===== config.mk =====
export PLATFORM = sky130hd
export DESIGN_NAME = pwm_duty_ramp_ctrl
export DESIGN_NICKNAME = d
export VERILOG_FILES = /design/src/rtl/pwm_duty_ramp_ctrl.sv
export SDC_FILE = /design/constraint.sdc
export NUM_CORES = 1
export LEC_CHECK = 0
export ABC_AREA = 1
export BUFFER_PORTS_ARGS = -buffer_cell sky130_fd_sc_hd__buf_2
export CORE_MARGIN = 2
export CORE_UTILIZATION = 45
export CTS_CLUSTER_SIZE = 8
export DETAILED_ROUTE_END_ITERATION = 8
export RECOVER_POWER = 25
export SLEW_MARGIN = 5
export SYNTH_ARGS = -nofsm -noshare
export SYNTH_HDL_FRONTEND = slang
export SYNTH_SLANG_ARGS = --single-unit

===== constraint.sdc =====
create_clock -name clk -period 3.3 [get_ports clk]
set_clock_uncertainty 0.05 [all_clocks]
set_input_delay 0.66 -clock clk [delete_from_list [all_inputs] [get_ports clk]]
set_output_delay 0.66 -clock clk [all_outputs]
set_load 0.05 [all_outputs]

===== src/rtl/pwm_duty_ramp_ctrl.sv =====
`default_nettype none
// ============================================================================
// Module  : pwm_duty_ramp_ctrl
// Brief   : Ramps the PWM duty toward a host/button target one step per
//           period boundary, with a minimum inter-step delay.
// Option  : PWM_RAMP_RETARGET_EN allows host retargeting during a ramp.
// Revision: 1.0 - initial release
// ============================================================================
module pwm_duty_ramp_ctrl #(
  parameter int DUTY_W      = 4,
  parameter int DUTY_MAX    = 10,
  parameter int INIT_DUTY   = 5,
  parameter int STEP_CYCLES = 16
) (
  input  logic              clk,
  input  logic              reset,
  input  logic              host_req_valid,
  input  logic [DUTY_W-1:0] host_req_duty,
  output logic              host_req_ready,
  input  logic              btn_inc_pulse,
  input  logic              btn_dec_pulse,
  input  logic              period_start,
  output logic [DUTY_W-1:0] duty_out,
  output logic              busy,
  output logic              ack,
  output logic              err_range
);

  localparam logic [DUTY_W-1:0] C_DUTY_MAX  = DUTY_W'(DUTY_MAX);
  localparam logic [DUTY_W-1:0] C_INIT_DUTY = DUTY_W'(INIT_DUTY);
  localparam logic [DUTY_W-1:0] C_ONE       = DUTY_W'(1);
  localparam logic [15:0]       C_RELOAD    = 16'(STEP_CYCLES - 1);

  typedef enum logic [1:0] {
    S_IDLE        = 2'd0,
    S_WAIT_DELAY  = 2'd1,
    S_WAIT_PERIOD = 2'd2
  } state_t;

  state_t            state_q,  state_d;
  logic [DUTY_W-1:0] duty_q,   duty_d;
  logic [DUTY_W-1:0] target_q, target_d;
  logic [15:0]       cnt_q,    cnt_d;
  logic              busy_q,   busy_d;
  logic              ack_q,    ack_d;
  logic              err_q,    err_d;

  logic              host_acc;
  logic              host_over;
  logic [DUTY_W-1:0] host_clamped;
  logic              inc_ok;
  logic              dec_ok;
  logic [DUTY_W-1:0] eff_target;
  logic [DUTY_W-1:0] duty_step;

  assign host_over    = (host_req_duty > C_DUTY_MAX);
  assign host_clamped = host_over ? C_DUTY_MAX : host_req_duty;

`ifdef PWM_RAMP_RETARGET_EN
  assign host_req_ready = (state_q == S_IDLE) || (state_q == S_WAIT_DELAY) ||
                          (state_q == S_WAIT_PERIOD);
`else
  assign host_req_ready = (state_q == S_IDLE);
`endif

  assign host_acc = host_req_valid & host_req_ready;
  // Simultaneous inc+dec cancels out; requests at a limit are dropped.
  assign inc_ok   = btn_inc_pulse & ~btn_dec_pulse & (duty_q < C_DUTY_MAX);
  assign dec_ok   = btn_dec_pulse & ~btn_inc_pulse & (duty_q != '0);

  // A retarget accepted during a ramp takes effect in the same cycle.
  assign eff_target = host_acc ? host_clamped : target_q;
  assign duty_step  = (eff_target > duty_q) ? (duty_q + C_ONE) : (duty_q - C_ONE);

  always_comb begin
    state_d  = state_q;
    duty_d   = duty_q;
    target_d = target_q;
    cnt_d    = cnt_q;
    busy_d   = busy_q;
    ack_d    = 1'b0;
    err_d    = host_acc & host_over;
    if (host_acc) begin
      target_d = host_clamped;
    end
    case (state_q)
      S_IDLE: begin
        if (host_acc) begin
          if (host_clamped == duty_q) begin
            ack_d = 1'b1;
          end else begin
            state_d = S_WAIT_DELAY;
            cnt_d   = C_RELOAD;
            busy_d  = 1'b1;
          end
        end else if (inc_ok) begin
          target_d = duty_q + C_ONE;
          state_d  = S_WAIT_DELAY;
          cnt_d    = C_RELOAD;
          busy_d   = 1'b1;
        end else if (dec_ok) begin
          target_d = duty_q - C_ONE;
          state_d  = S_WAIT_DELAY;
          cnt_d    = C_RELOAD;
          busy_d   = 1'b1;
        end
      end
      S_WAIT_DELAY: begin
        if (eff_target == duty_q) begin
          state_d = S_IDLE;
          busy_d  = 1'b0;
          ack_d   = 1'b1;
        end else if (cnt_q == 16'd0) begin
          state_d = S_WAIT_PERIOD;
        end else begin
          cnt_d = cnt_q - 16'd1;
        end
      end
      S_WAIT_PERIOD: begin
        if (eff_target == duty_q) begin
          state_d = S_IDLE;
          busy_d  = 1'b0;
          ack_d   = 1'b1;
        end else if (period_start) begin
          // Step only on a period boundary so no pulse is ever truncated.
          duty_d = duty_step;
          if (duty_step == eff_target) begin
            state_d = S_IDLE;
            busy_d  = 1'b0;
            ack_d   = 1'b1;
          end else begin
            state_d = S_WAIT_DELAY;
            cnt_d   = C_RELOAD;
          end
        end
      end
      default: begin
        state_d = S_IDLE;
        busy_d  = 1'b0;
      end
    endcase
  end

  always_ff @(posedge clk or posedge reset) begin
    if (reset) begin
      state_q  <= S_IDLE;
      duty_q   <= C_INIT_DUTY;
      target_q <= C_INIT_DUTY;
      cnt_q    <= 16'd0;
      busy_q   <= 1'b0;
      ack_q    <= 1'b0;
      err_q    <= 1'b0;
    end else begin
      state_q  <= state_d;
      duty_q   <= duty_d;
      target_q <= target_d;
      cnt_q    <= cnt_d;
      busy_q   <= busy_d;
      ack_q    <= ack_d;
      err_q    <= err_d;
    end
  end

  assign duty_out  = duty_q;
  assign busy      = busy_q;
  assign ack       = ack_q;
  assign err_range = err_q;

endmodule
`default_nettype wire


==> metrics.log <==
[metrics] run status: finished with violations
[metrics] violations in the final reports: capacitance limit, slew limit
[metrics] slew at the pin closest to its max-slew limit: 1.64 ns
[metrics] multiplexer share of the synthesized area: 0%
[metrics] Die X: about 75 um
[metrics] Hold/Removal Path Class: flop to flop
[metrics] R2R cell count: 19
[metrics] synth-to-layout area growth: 10.4%
[metrics] distinct cell type count of the synthesized netlist: 34
[metrics] maximum buffer depth of the clock tree: 2
[metrics] critical path type: flop to flop
[metrics] die height: around 75 um
[metrics] Setup crit end kind: flop
[metrics] clock latency on the worst-skew pair: between 0.2 and 0.3 ns
[metrics] power density normalized to cell area: 953 mW/mm^2
[metrics] global-route wire length before repair: about 8300 um
[metrics] pre-CTS worst setup slack: about 0.18 ns
[metrics] crit path max fanout: 17
[metrics] first-pass iteration count of the detailed router: 4
[metrics] antenna violations before repair: 0
[metrics] pin count of the biggest net entering global routing: 30
[metrics] setup fix buffers added after clock tree synthesis: 0
[metrics] synthesized netlist net count: ~340
[metrics] CTS tree: built
[metrics] Peak Freq: 338 MHz
[metrics] Relative slew margins: -9.56%
[metrics] minimum setup slack in the final design: around 0.35 ns
[metrics] routed vias/inst: roughly 5
[metrics] Final Wtd Congestion: about 0.84
[metrics] r2r startpoint: state_q[0]$_DFFE_PP0P_
[metrics] Die Area: between 0.005 and 0.006 mm^2
[metrics] leakage dissipation: 1.34 nW
[metrics] number of setup violations in the final report: 0
[metrics] overall via count from detail_route: around 2100
[metrics] leading cell type in the layout, fill and taps excluded: sky130_fd_sc_hd__nand2_1
[metrics] combinational family with the most area after synthesis: simple AND/OR/NAND/NOR gates
[metrics] peak supply drop: 0.421 mV
[metrics] final core area utilization: 52.4%
[metrics] finished layout cell area: 0.00251 mm^2
[metrics] flop-to-flop setup slack: ~0.35 ns
[metrics] CORE AREA: around 0.0048 mm^2
[metrics] leading cell types in the layout, fill and taps excluded: 87 x sky130_fd_sc_hd__nand2_1, 41 x sky130_fd_sc_hd__inv_1, 38 x sky130_fd_sc_hd__nand3_1
[metrics] Clock Tree Root: sky130_fd_sc_hd__clkbuf_8
[metrics] number of nets still failing antenna checks after routing: 0
[metrics] shortest period the worst path allows: ~3 ns
[metrics] layout cells sized above 1: 19.1%
[metrics] Maximum Capacitance Violations: 1
[metrics] reg-to-reg critical path endpoint: cnt_q[15]$_DFFE_PP0P_
[metrics] startpoint of the tightest hold check path: busy$_DFFE_PP0P_
[metrics] Synth Area in Compound Gates: roughly 8.4%
[metrics] number of top-level design ports: 18
[metrics] DP Wirelength: between 3000 and 4000 um
[metrics] Total Nets Final: around 370
[metrics] final-report hold violation count: 0
[metrics] WHS Path Cells: 2
[metrics] Period Utilization, post-route: approximately nine tenths
[metrics] data required time at the worst endpoint: between 3 and 4 ns
[metrics] Worst Setup Start Kind: flop
[metrics] arrival time of the worst setup path: roughly 3.1 ns
[metrics] CTS Hold Bufs: 0
[metrics] TritonCTS Buffers: 5
[metrics] maximum level of the CTS H-tree: 2
[metrics] sequential cell area fraction in the yosys report: roughly a third
[metrics] count of state elements after synthesis: 29
[metrics] Simple-Gate Fraction of Synth Area: 41.8%
[metrics] effective utilization at floorplan: 47.5%
[metrics] total number of clock tree sinks: 29
[metrics] netlist area before placement: between 0.002 and 0.0025 mm^2
[metrics] placed cell areas: ~0.0024 mm^2
[metrics] final routed wirelength across all metal layers: slightly above 5000 um
[metrics] Row Count: 25
[metrics] vias in the first global route: roughly 1800
[metrics] cell count after synthesis: roughly 330
[metrics] count of pins over their slew limit: 30
[metrics] total grt overflow: 0
[metrics] average routed wire per standard cell: around 12 um
[metrics] Mapped Avg Cell Area: ~7.0 um^2
[metrics] setup repair after global routing missed its margin: false
[metrics] post-route setup TNS: 0 ns
[metrics] adder-cell area share of the yosys netlist: 3.85%
[metrics] Inserted Diodes: 0
[metrics] total of buffers placed on input and output ports: 17
[metrics] number of design rule violations left after detail routing: 0
[metrics] XOR/XNOR share of the synthesized area: roughly 4.2%
[metrics] clock input transition at the sequential cells of the worst setup and hold paths: 0.06 ns
[metrics] DR iter-0 viols: between 150 and 200
[metrics] post-cts sizing count: 0
[metrics] synth warn: 0
[metrics] combined global-route utilization of all metal layers: 19.5%
[metrics] Worst Hold Endpoint: busy$_DFFE_PP0P_
[cells by family (layout without fill, tap and decap cells)]
family          Yosys count  in the layout
buf+inv                  51             74
flops                    29             29
simple gates            196            196
fa+ha+maj                 7              7
xor+xnor                 11             11
compound gates           33             33
[worst max-delay path by stage]
stage          depth (start not counted)                     to              startpoint  slack, ns
6_report                              19  cnt_q[15]$_DFFE_PP0P_  state_q[0]$_DFFE_PP0P_       0.35
3_5_place_dp                          18  cnt_q[10]$_DFFE_PP0P_        host_req_duty[1]       0.18
3_3_place_gp                          18  cnt_q[10]$_DFFE_PP0P_        host_req_duty[1]       0.16
2_1_floorplan                         21  cnt_q[13]$_DFFE_PP0P_  state_q[0]$_DFFE_PP0P_       0.46
4_1_cts                               19  cnt_q[15]$_DFFE_PP0P_  state_q[0]$_DFFE_PP0P_       0.36
5_1_grt                               20  cnt_q[10]$_DFFE_PP0P_  state_q[0]$_DFFE_PP0P_       0.08
[synthesized netlist by cell type, drive strengths merged]
cell type / count / share of area, %
a21oi: 13 / 2.9
and3: 1 / 0.28
buf: 4 / 1.7
clkbuf: 1 / 0.16
clkinv: 1 / 0.39
dfrtp: 25 / 28
dfstp: 4 / 4.6
ha: 7 / 3.9
inv: 45 / 7.4
nand2: 104 / 19
nand3: 43 / 11
nand3b: 1 / 0.33
nand4: 2 / 0.55
nor2: 35 / 7.6
nor3: 5 / 1.1
nor3b: 2 / 0.66
nor4: 1 / 0.28
o21ai: 16 / 4.0
o21bai: 1 / 0.33
o221ai: 3 / 1.2
or2: 2 / 0.55
xnor2: 4 / 1.5
xor2: 7 / 2.7
[power breakdown]
| group | switching [mW] | leakage, nW | internal (mW) | total (mW) |
|---|---|---|---|---|
| Combinational | 0.967 | 0.936 | 0.485 | 1.45 |
| Sequential | 0.146 | 0.359 | 0.496 | 0.641 |
| Clock | 0.129 | 0.0455 | 0.170 | 0.299 |
| Total | 1.24 | 1.34 | 1.15 | 2.39 |
[state kept, by name, summed over array words and instances, names as in the netlist]
register and cells:
duty_out 4, busy 1, err_range 1, cnt_q 16, ack 1, state_q 2, target_q 4
[cell type report]
class                   count  area (um^2)
well taps                  67         83.8
flip-flops and latches     29          731
repair buffers             20          104
multi-input cells         247         1320
inverters                  46          178
clock buffers               8         90.1
fillers                   502         2280
[metal layers]
layer	vias up	global-route usage, %	share of wire, %
met4	0	4.37	0.45
met1	927	29.6	53
met3	2	4.02	4.1
li1	1089	-	-
met2	52	28.5	42
met5	-	0	0
[worst max-delay path: stages, from the launching register on]
cell and delay, ns:
sky130_fd_sc_hd__dfrtp_1 0.45, sky130_fd_sc_hd__nor2_4 0.21, sky130_fd_sc_hd__nand2_4 0.10, sky130_fd_sc_hd__clkinv_4 0.09, sky130_fd_sc_hd__nand2_2 0.06, sky130_fd_sc_hd__o21ai_2 0.09
sky130_fd_sc_hd__inv_2 0.09, sky130_fd_sc_hd__ha_1 0.30, sky130_fd_sc_hd__nand2_1 0.05, sky130_fd_sc_hd__inv_1 0.08, sky130_fd_sc_hd__nand3_2 0.17, sky130_fd_sc_hd__nand2_1 0.22
sky130_fd_sc_hd__nand2_1 0.12, sky130_fd_sc_hd__nand3_1 0.11, sky130_fd_sc_hd__nand2_2 0.08, sky130_fd_sc_hd__nor2_4 0.11, sky130_fd_sc_hd__nand3_4 0.13, sky130_fd_sc_hd__nand2_4 0.24
sky130_fd_sc_hd__nand2_1 0.08, sky130_fd_sc_hd__nand2_1 0.07
[metrics by stage]
stage          std cells  hold WS, ns  power (mW)
2_1_floorplan        327        0.404        1.85
3_3_place_gp         409        0.402        2.09
3_5_place_dp         409        0.418        2.09
4_1_cts              417        0.409        2.40
5_1_grt              417        0.451        2.61
6_report             417        0.427        2.39
(Power assumes the default switching activity.)
